--- src/rtl/store_write_unit_pkg.sv ---
// Shared types and lane-merge helper for the store write path.
// Pure declarations: no latency, no flow control.
package store_pkg;

   localparam int LANE_W = 2;

   typedef enum logic [2:0] {
      IDLE,
      RD,
      WAIT,
      WR,
      ERR
   } state_t;

   typedef enum logic [1:0] {
      SZ_WORD,
      SZ_HALF,
      SZ_BYTE
   } size_t;

   // Little-endian lane replace; a halfword uses lane[1] to pick the upper or lower half.
   function automatic logic [31:0] lane_merge(input logic [31:0]       word,
                                              input logic [31:0]       data,
                                              input logic [LANE_W-1:0] lane,
                                              input logic              half);
      logic [31:0] merged;
      merged = word;
      if (half) begin
         if (lane[1]) merged[31:16] = data[15:0];
         else         merged[15:0]  = data[15:0];
      end else begin
         case (lane)
            2'd0:    merged[7:0]   = data[7:0];
            2'd1:    merged[15:8]  = data[7:0];
            2'd2:    merged[23:16] = data[7:0];
            default: merged[31:24] = data[7:0];
         endcase
      end
      return merged;
   endfunction

endpackage

--- src/rtl/store_write_unit_if.sv ---
// Core-side store request bundle (optional req_half when STORE_HALF_EN is defined).
// Valid/ready: the unit holds req_ready low while a store is in flight.
interface store_write_unit_if #(
   parameter int ADDR_W = 32
);
   logic              req_valid;
   logic              req_ready;
   logic [ADDR_W-1:0] req_addr;
   logic [31:0]       req_wdata;
   logic              req_byte;
`ifdef STORE_HALF_EN
   logic              req_half;
`endif
   logic              done;
   logic              misalign_err;

`ifdef STORE_HALF_EN
   modport master (
      output req_valid, req_addr, req_wdata, req_byte, req_half,
      input  req_ready, done, misalign_err
   );
   modport slave (
      input  req_valid, req_addr, req_wdata, req_byte, req_half,
      output req_ready, done, misalign_err
   );
`else
   modport master (
      output req_valid, req_addr, req_wdata, req_byte,
      input  req_ready, done, misalign_err
   );
   modport slave (
      input  req_valid, req_addr, req_wdata, req_byte,
      output req_ready, done, misalign_err
   );
`endif

endinterface

--- src/rtl/store_write_unit_byte_lane_merge.sv ---
// Combinational merge of new store data into an old word by lane and size.
// Zero latency, no flow control; word size passes the new data through.
module byte_lane_merge
   import store_pkg::*;
(
   input  logic [31:0]       old_word,
   input  logic [31:0]       new_data,
   input  logic [LANE_W-1:0] lane,
   input  size_t             size,
   output logic [31:0]       merged
);

   always_comb begin
      merged = new_data;
      if (size != SZ_WORD) begin
         merged = lane_merge(old_word, new_data, lane, size == SZ_HALF);
      end
   end

endmodule

--- src/rtl/store_write_unit.sv ---
// Store write unit: sw direct write (done N+1), sb/sh read-modify-write (done N+2+RD_LATENCY); STORE_HALF_EN adds sh.
// Backpressure: req_ready is high only in IDLE, so the core stalls for the whole store.
module store_write_unit
   import store_pkg::*;
#(
   parameter int RD_LATENCY = 1,
   parameter int ADDR_W     = 32
) (
   input  logic              CLK,
   input  logic              RESET,
   store_write_unit_if.slave core,
   output logic [ADDR_W-1:0] mem_addr,
   output logic              mem_re,
   input  logic [31:0]       mem_rdata,
   output logic              mem_we,
   output logic [31:0]       mem_wdata
);

   localparam logic [2:0] CNT_LAST = 3'(RD_LATENCY - 1);

   state_t              state_q, state_d;
   logic [ADDR_W-3:0]   addr_q;
   logic [LANE_W-1:0]   lane_q;
   logic [31:0]         wdata_q;
   logic [31:0]         rdata_q;
   size_t               size_q;
   logic [2:0]          cnt_q;

   logic                accept;
   logic                wait_last;
   logic                misalign;
   size_t               req_size;
   logic [31:0]         merged;

   always_comb begin
      req_size = SZ_WORD;
      if (core.req_byte) begin
         req_size = SZ_BYTE;
      end
`ifdef STORE_HALF_EN
      else if (core.req_half) begin
         req_size = SZ_HALF;
      end
`endif
      misalign = ((req_size == SZ_WORD) && (core.req_addr[1:0] != 2'b00)) ||
                 ((req_size == SZ_HALF) && core.req_addr[0]);
   end

   assign accept    = core.req_valid && (state_q == IDLE);
   assign wait_last = (state_q == WAIT) && (cnt_q == CNT_LAST);

   byte_lane_merge u_merge (
      .old_word (rdata_q),
      .new_data (wdata_q),
      .lane     (lane_q),
      .size     (size_q),
      .merged   (merged)
   );

   always_ff @(posedge CLK) begin
      if (RESET) begin
         state_q <= IDLE;
      end else begin
         state_q <= state_d;
      end
   end

   always_comb begin
      state_d           = state_q;
      core.req_ready    = 1'b0;
      core.done         = 1'b0;
      core.misalign_err = 1'b0;
      mem_re            = 1'b0;
      mem_we            = 1'b0;
      mem_addr          = '0;
      mem_wdata         = '0;
      case (state_q)
         IDLE: begin
            core.req_ready = 1'b1;
            if (accept) begin
               if (misalign)                 state_d = ERR;
               else if (req_size == SZ_WORD) state_d = WR;
               else                          state_d = RD;
            end
         end
         RD: begin
            mem_re   = 1'b1;
            mem_addr = {addr_q, 2'b00};
            state_d  = WAIT;
         end
         WAIT: begin
            if (wait_last) state_d = WR;
         end
         WR: begin
            mem_we    = 1'b1;
            mem_addr  = {addr_q, 2'b00};
            mem_wdata = merged;
            core.done = 1'b1;
            state_d   = IDLE;
         end
         ERR: begin
            core.done         = 1'b1;
            core.misalign_err = 1'b1;
            state_d           = IDLE;
         end
         default: state_d = IDLE;
      endcase
   end

   // Request fields are latched once on accept; the read word only in the final WAIT cycle.
   always_ff @(posedge CLK) begin
      if (RESET) begin
         addr_q  <= '0;
         lane_q  <= '0;
         wdata_q <= '0;
         rdata_q <= '0;
         size_q  <= SZ_WORD;
         cnt_q   <= '0;
      end else begin
         if (accept) begin
            addr_q  <= core.req_addr[ADDR_W-1:2];
            lane_q  <= core.req_addr[1:0];
            wdata_q <= core.req_wdata;
            size_q  <= req_size;
         end
         if (state_q == RD) begin
            cnt_q <= '0;
         end else if (state_q == WAIT) begin
            cnt_q <= cnt_q + 3'd1;
         end
         if (wait_last) begin
            rdata_q <= mem_rdata;
         end
      end
   end

endmodule
--- src/flat_wrapper.sv ---
// flat-port wrapper written by rule: the top's interface ports become plain ports
module store_write_unit_flat import store_pkg::*;
#(
   parameter int RD_LATENCY = 1,
   parameter int ADDR_W     = 32
)
  (CLK, RESET, mem_addr, mem_re, mem_rdata, mem_we, mem_wdata, core_req_valid, core_req_addr, core_req_wdata, core_req_byte, core_req_ready, core_done, core_misalign_err);
  store_write_unit_if #(.ADDR_W(ADDR_W)) core_i ();
  input  logic CLK;
  input  logic RESET;
  output logic [ADDR_W-1:0] mem_addr;
  output logic mem_re;
  input  logic [31:0] mem_rdata;
  output logic mem_we;
  output logic [31:0] mem_wdata;
  input wire logic [$bits(core_i.req_valid)-1:0] core_req_valid;
  input wire logic [$bits(core_i.req_addr)-1:0] core_req_addr;
  input wire logic [$bits(core_i.req_wdata)-1:0] core_req_wdata;
  input wire logic [$bits(core_i.req_byte)-1:0] core_req_byte;
  output wire logic [$bits(core_i.req_ready)-1:0] core_req_ready;
  output wire logic [$bits(core_i.done)-1:0] core_done;
  output wire logic [$bits(core_i.misalign_err)-1:0] core_misalign_err;
  assign core_i.req_valid = core_req_valid;
  assign core_i.req_addr = core_req_addr;
  assign core_i.req_wdata = core_req_wdata;
  assign core_i.req_byte = core_req_byte;
  assign core_req_ready = core_i.req_ready;
  assign core_done = core_i.done;
  assign core_misalign_err = core_i.misalign_err;
  store_write_unit #(.RD_LATENCY(RD_LATENCY), .ADDR_W(ADDR_W)) u_core (.CLK(CLK), .RESET(RESET), .core(core_i), .mem_addr(mem_addr), .mem_re(mem_re), .mem_rdata(mem_rdata), .mem_we(mem_we), .mem_wdata(mem_wdata));
endmodule
--- config.mk ---
export PLATFORM = sky130hd
export DESIGN_NAME = store_write_unit_flat
export DESIGN_NICKNAME = d
export VERILOG_FILES = /design/src/rtl/store_write_unit_pkg.sv /design/src/rtl/store_write_unit_if.sv /design/src/rtl/store_write_unit_byte_lane_merge.sv /design/src/rtl/store_write_unit.sv /design/src/flat_wrapper.sv
export SDC_FILE = /design/constraint.sdc
export NUM_CORES = 1
export LEC_CHECK = 0
export BUFFER_PORTS_ARGS = -buffer_cell sky130_fd_sc_hd__buf_2
export CORE_ASPECT_RATIO = 1.75
export CORE_MARGIN = 2
export CORE_UTILIZATION = 45
export DETAILED_ROUTE_END_ITERATION = 6
export GPL_ROUTABILITY_DRIVEN = 0
export PLACE_DENSITY_LB_ADDON = 0.1
export SLEW_MARGIN = 30
export SYNTH_ARGS = -nofsm -noshare
export SYNTH_HDL_FRONTEND = slang
export SYNTH_HIERARCHICAL = 1
export SYNTH_SLANG_ARGS = --single-unit
--- constraint.sdc ---
create_clock -name CLK -period 2.85 [get_ports CLK]
set_input_delay 0.855 -clock CLK [delete_from_list [all_inputs] [get_ports CLK]]
set_output_delay 0.855 -clock CLK [all_outputs]
set_load 0.005 [all_outputs]
**Yosys cells after proc, flatten, opt, wreduce, memory -nomap -nowiden**

Index checks and enable logic that the tools add are counted.

- Memory bits (read-only): 0
- Word-level logic and storage cells: 55
- Latch bits: 0
- Memories kept: 0
- Memory bits (writable): 0
- Bits in registers: 104
- Bits of input ports: 100

- Eq/ne operators: 10
- Magnitude comparators: 0
- Reduce and logical (&&, ||, !) cells: 16
- Multiply operators: 0
- Add/sub/neg operators: 1
- Bitwise gates (word level): 0
- Div/mod/pow operators: 0
- Multiplexer cells: 21
- Shift-type cells: 0

Operators by type and width:

| cell | number |
|---|---|
| 32-bit two-way mux | 4 |
| 16-bit two-way mux | 2 |
| 8-bit two-way mux | 4 |
| 3-bit two-way mux | 3 |
| 3-bit case mux with 3 select lines | 1 |
| 2-bit by 1-bit == test with 1-bit output (second input constant) | 3 |
| 3-bit by 2-bit == test with 1-bit output (second input constant) | 2 |
| 3-bit zero test | 2 |
| 2-bit OR reduction | 3 |
| 1-bit two-way mux | 5 |
| 1-bit logical AND | 4 |
| 2-bit zero test | 2 |
| 2-bit two-way mux | 2 |
| 2-bit by 1-bit != test with 1-bit output (second input constant) | 2 |
| 2-bit nonzero test | 2 |
| 3-bit by 1-bit adder with 3-bit output (second input constant) | 1 |
| 3-bit by 1-bit == test with 1-bit output (second input constant) | 1 |
| 3-bit == test (second input constant) | 1 |
| 3-bit OR reduction | 1 |
| 2-bit == test (second input constant) | 1 |
| 2-bit AND reduction | 1 |
| 1-bit logical OR | 1 |

**Logic depth before layout (Yosys ltp)**

- Depth after elaboration: 7
- Depth in mapped cells: 6

**Hierarchy**

The synthesis kept the hierarchy.

By module, submodules not included:

| module | cells each | sequential area each (sq um) | instances | area each (sq um) |
|---|---|---|---|---|
| store_write_unit | 540 | 2062.0 | 1 | 4519.3 |
| byte_lane_merge | 112 | 0.0 | 1 | 909.6 |

**Worst setup path after synthesis**

Ideal clock, no wire load.

- Path type: flip-flop to output port
- Start: register u_core.size_q[1]
- End: output port mem_wdata[0]
- Cell stages (with the launch flop): 6
- Path slack: 0.753 ns
- Data arrival time: 1.242 ns
- Cell sequence: dfxtp_1 > buf_2 > a21oi_4 > nor2_4 > mux2_2 > and3_1

- Longest elaborated chain between the ends: 4
- Elaborated cells on any way between the ends: 5

RTL lines:

| what | RTL line | text |
|---|---|---|
| start, declared | store_write_unit.sv:26 | `size_t size_q;` |
| start signal, assigned | store_write_unit.sv:124 | `size_q <= req_size;` |
| 2-bit by 1-bit == test with 1-bit output | store_write_unit_byte_lane_merge.sv:16 | `merged = lane_merge(old_word, new_data, lane, size == SZ_HALF);` |
| 32-bit two-way mux | store_write_unit_pkg.sv:28 | `if (half) begin` |
| 32-bit two-way mux * | store_write_unit_byte_lane_merge.sv:15 | `if (size != SZ_WORD) begin` |
| via u_core.merged[0] | store_write_unit.sv:33 | `logic [31:0] merged;` |
| 32-bit two-way mux * | store_write_unit.sv:77 | `case (state_q)` |
| end, declared | flat_wrapper.sv:15 | `output logic [31:0] mem_wdata;` |

The timed path passes the listed nets; every way through them passes the cells marked *.

**Final worst setup path**

- Start: register u_core.lane_q[1]
- End: output port mem_wdata[21]

- Longest elaborated chain between the ends: 5
- Elaborated cells on any way between the ends: 6

RTL lines:

| what | RTL line | text |
|---|---|---|
| start, declared | store_write_unit.sv:23 | `logic [LANE_W-1:0] lane_q;` |
| start signal, assigned | store_write_unit.sv:122 | `lane_q <= core.req_addr[1:0];` |
| 2-bit == test | store_write_unit_pkg.sv:32 | `case (lane)` |
| 8-bit two-way mux | store_write_unit_pkg.sv:32 |  |
| 32-bit two-way mux * | store_write_unit_pkg.sv:28 |  |
| 32-bit two-way mux * | store_write_unit_byte_lane_merge.sv:15 |  |
| via u_core.merged[21] | store_write_unit.sv:33 |  |
| 32-bit two-way mux * | store_write_unit.sv:77 |  |

Marked as above.

==> metrics.md <==
| Metric | Value |
|---|---|
| Sequential power share | a little under half |
| Most common library cells after synthesis | 132 x nand2_1, 103 x dfxtp_1, 73 x a21oi_1, 65 x nand2b_1, 58 x mux2i_1 |
| Via density | 5.245 |
| Clock transition at path regs | about 70 ps |
| Global-route wire length before repair | about 23000 µm |
| Number of global-route vias before repair | 4703 |
| Post-route cell area | between 6000 and 7000 µm² |
| GRT met3 Usage | roughly 3.5% |
| Minimum clock period | ~2700 ps |
| Top FF cell, synth | dfxtp_1 |
| Core Area | roughly 12000 µm² |
| Max-slew headroom | a little over three fifths |
| Grt met2 use | 43.47% |
| Max frequency | roughly 0.37 GHz |
| Root Buffer | clkbuf_16 |
| Syn_area_per_cell | roughly 8.3 µm² |
| Slew @ Worst Pin | approximately 560 ps |
| WL/cell | approximately 16 µm |
| Core Util, Final | 55.12% |
| Type of origin of the critical path | flip-flop |
| CP cell instances | buf_4 > and2b_1 > o22ai_4 > a221o_1 > and3_1 > buf_2 |
| Routed via count | around 4900 |
| RSZ-0062 raised after global routing | false |
| Fin Setup TNS | 0 ps |
| Synth async-reset ratio | 0% |
| DRT iter0 DRCs | about 180 |
| Drt total wl | roughly 15000 µm |
| H-tree levels | 3 |
| Pleak | slightly above 3 nW |
| Layer with the highest usage | met2 |
| CP endpoint kind | primary output |
| Largest fanout on the critical path | 9 |
| Hold Buf Count CTS | 0 |
| Initial antenna violation count | 1 |
| I/O pins | 169 |
| Largest net degree at the start of global routing | 52 |
| Slew Limit Fails | 0 |
| Final Hold Viols | 0 |
| Slowest Stage Delay on Critical Path | 390 ps |
| Clock buffer depth | 2 |
| CTS tree | built |
| Max_cap viols | 0 |
| HPWL Detailed | around 11000 µm |
| Share of cells above drive strength 1 | 27.73% |
| Fin crit share | between 90% and 100% |
| Setup slack at placement | about 320 ps |
| Num CTS Buffers | 9 |
| Worst hold path class | reg2reg |
| Switching share of power | between 20% and 30% |
| Port Buf Inserts | between 150 and 200 |
| P_int | roughly 2.5 mW |
| Die Footprint | approximately 13000 µm² |
| Synth Cell Area | around 5400 µm² |
| Final setup vio count | 0 |
| PwrDens | 530.9 nW/µm² |
| DRT Pass-1 Iters | 4 |
| DR DRC count | 0 |
| Post-Syn Instances | roughly 650 |
| Post-route ant nets | 0 |
| Clk Latency, worst-skew pair | roughly 340 ps |
| Max IR drop VDD | around 0.00029 V |
| Row cnt | 53 |
| CP Class | reg2out |
| Syn-to-layout area delta | 20.51% |
| Total gr overflow | 0 |
| Cell taking the most area after synthesis | dfxtp_1 |
| Slowest stage cell, crit path | dfxtp_2 |
| Status | finished clean |
| Synth warn | 6 |
| Synth unique cells | between 40 and 50 |
| Top cells by area, synth | dfxtp_1 38%, mux2i_1 11%, nand2_1 9.1% |
| CP arrival | approximately 1900 ps |
| Most common cell in the netlist | nand2_1 |
| Chip Height | 149.3 µm |
| Clk sink count | roughly 100 |
| Worst Path Required | roughly 2000 ps |
| Layout Skew | roughly 7.4 ps |
| Die width | 87.03 µm |
| Share of the synthesized area in the top cell type | between 30 and 40% |
| Switch Pwr | between 1 and 1.5 mW |
| Total track usage | roughly 23% |
| Post-synth EDFFs | 0 |
| Clock power share | 33.2% |
| Met1 Use GR | 25.11% |
| PnR worst setup slack | roughly 140 ps |
| Final nets | just under 900 |
| Initial Util | 45.74% |
| Area after DPL | 6233 µm² |
| Combinational power share | about a fifth |
| Post-synthesis sequential area ratio | a little under two fifths |
| Yosys reg bits | about 100 |
[layer usage]
metal,wire length [µm],share of wire (%)
met1,5859,39
met5,0,0
met2,8217,55
met4,176,1.2
met3,630,4.2
[worst paths after layout]
check | from | endpoint | slack (ps) | depth (start not counted)
worst min-delay path | u_core/addr_q[24] | u_core/addr_q[24] | 450 | 2
worst min register to register | u_core/addr_q[24] | u_core/addr_q[24] | 450 | 2
worst max-delay path | u_core/lane_q[1] | mem_wdata[21] | 140 | 6
worst max register to register | u_core/state_q[1] | u_core/wdata_q[3] | 910 | 5
[layout make-up]
class,instances,area (µm²)
Tap cell,137,171.4
Multi-Input combinational cell,493,3033
Timing Repair Buffer,182,978.4
Clock inverter,4,31.28
Fill cell,1182,5328
Antenna cell,1,2.502
Inverter,4,18.77
Sequential cell,103,2064
Clock buffer,11,242.7
[layout by cell type, fill, tap and decap left out, types with 2 or more instances in the layout]
cell type,instances
inv_1,3
a221o_1,6
a221oi_1,2
nor4b_1,2
clkinv_4,2
buf_12,2
a21oi_1,73
conb_1,5
dfxtp_1,101
a211o_1,8
dfxtp_2,2
nand3b_1,2
and2_1,33
mux2_2,8
mux2i_1,58
nor3_1,2
nand2b_1,64
o2bb2ai_1,2
clkbuf_16,9
nand2_1,132
nor2_1,11
buf_2,165
a22oi_1,7
ha_1,2
and3_1,38
o21ai_0,17
or4b_2,2
buf_4,15
[kinds of logic after synthesis]
family / synth area share [%]
muxes: 12.35
adders and majority gates: 0.4609
other: 0.06907
and+or+nand+nor: 28.60
AOI/OAI and AO/OA: 13.69
buffers and inverters: 6.845
DFF: 37.98
[critical path: cells and delay by family (launching register included)]
family,cells,cell delay [ps]
AOI/OAI and AO/OA,2,430
buffers and inverters,2,330
DFF,1,390
and+or+nand+nor,2,370
[metrics by stage]
stage / hold slack (ps) / cells / total power [mW]
CTS: 452.1 / 934 / 3.507
detailed placement: 442.0 / 918 / 2.344
finish: 449.1 / 935 / 3.473
floorplan: 431.7 / 656 / 2.150
global route: 467.6 / 935 / 3.659
global placement: 437.3 / 918 / 2.323
[what timing repair did]
item                                   CTS  global route
resized for setup                        2             3
endpoints found under the hold margin    0             0
setup buffers                            1             0
setup endpoints to repair                8            10
pin swaps                                0             0
[power groups by stage]
stage                     sequential, mW  clock, mW  combinational [mW]
after global placement              1.69          0               0.631
after detailed placement            1.70          0               0.648
after global routing                1.68       1.25               0.729
final                               1.67       1.15               0.654
after floorplan                     1.64          0               0.510
after CTS                           1.66       1.19               0.656
[registers in the layout (all words and copies together), names as in the netlist]
register,flops
u_core/lane_q,2
u_core/wdata_q,32
u_core/size_q,1
u_core/rdata_q,32
u_core/state_q,3
u_core/addr_q,30
u_core/cnt_q,3
No activity file was read; power rests on OpenSTA's default activity.
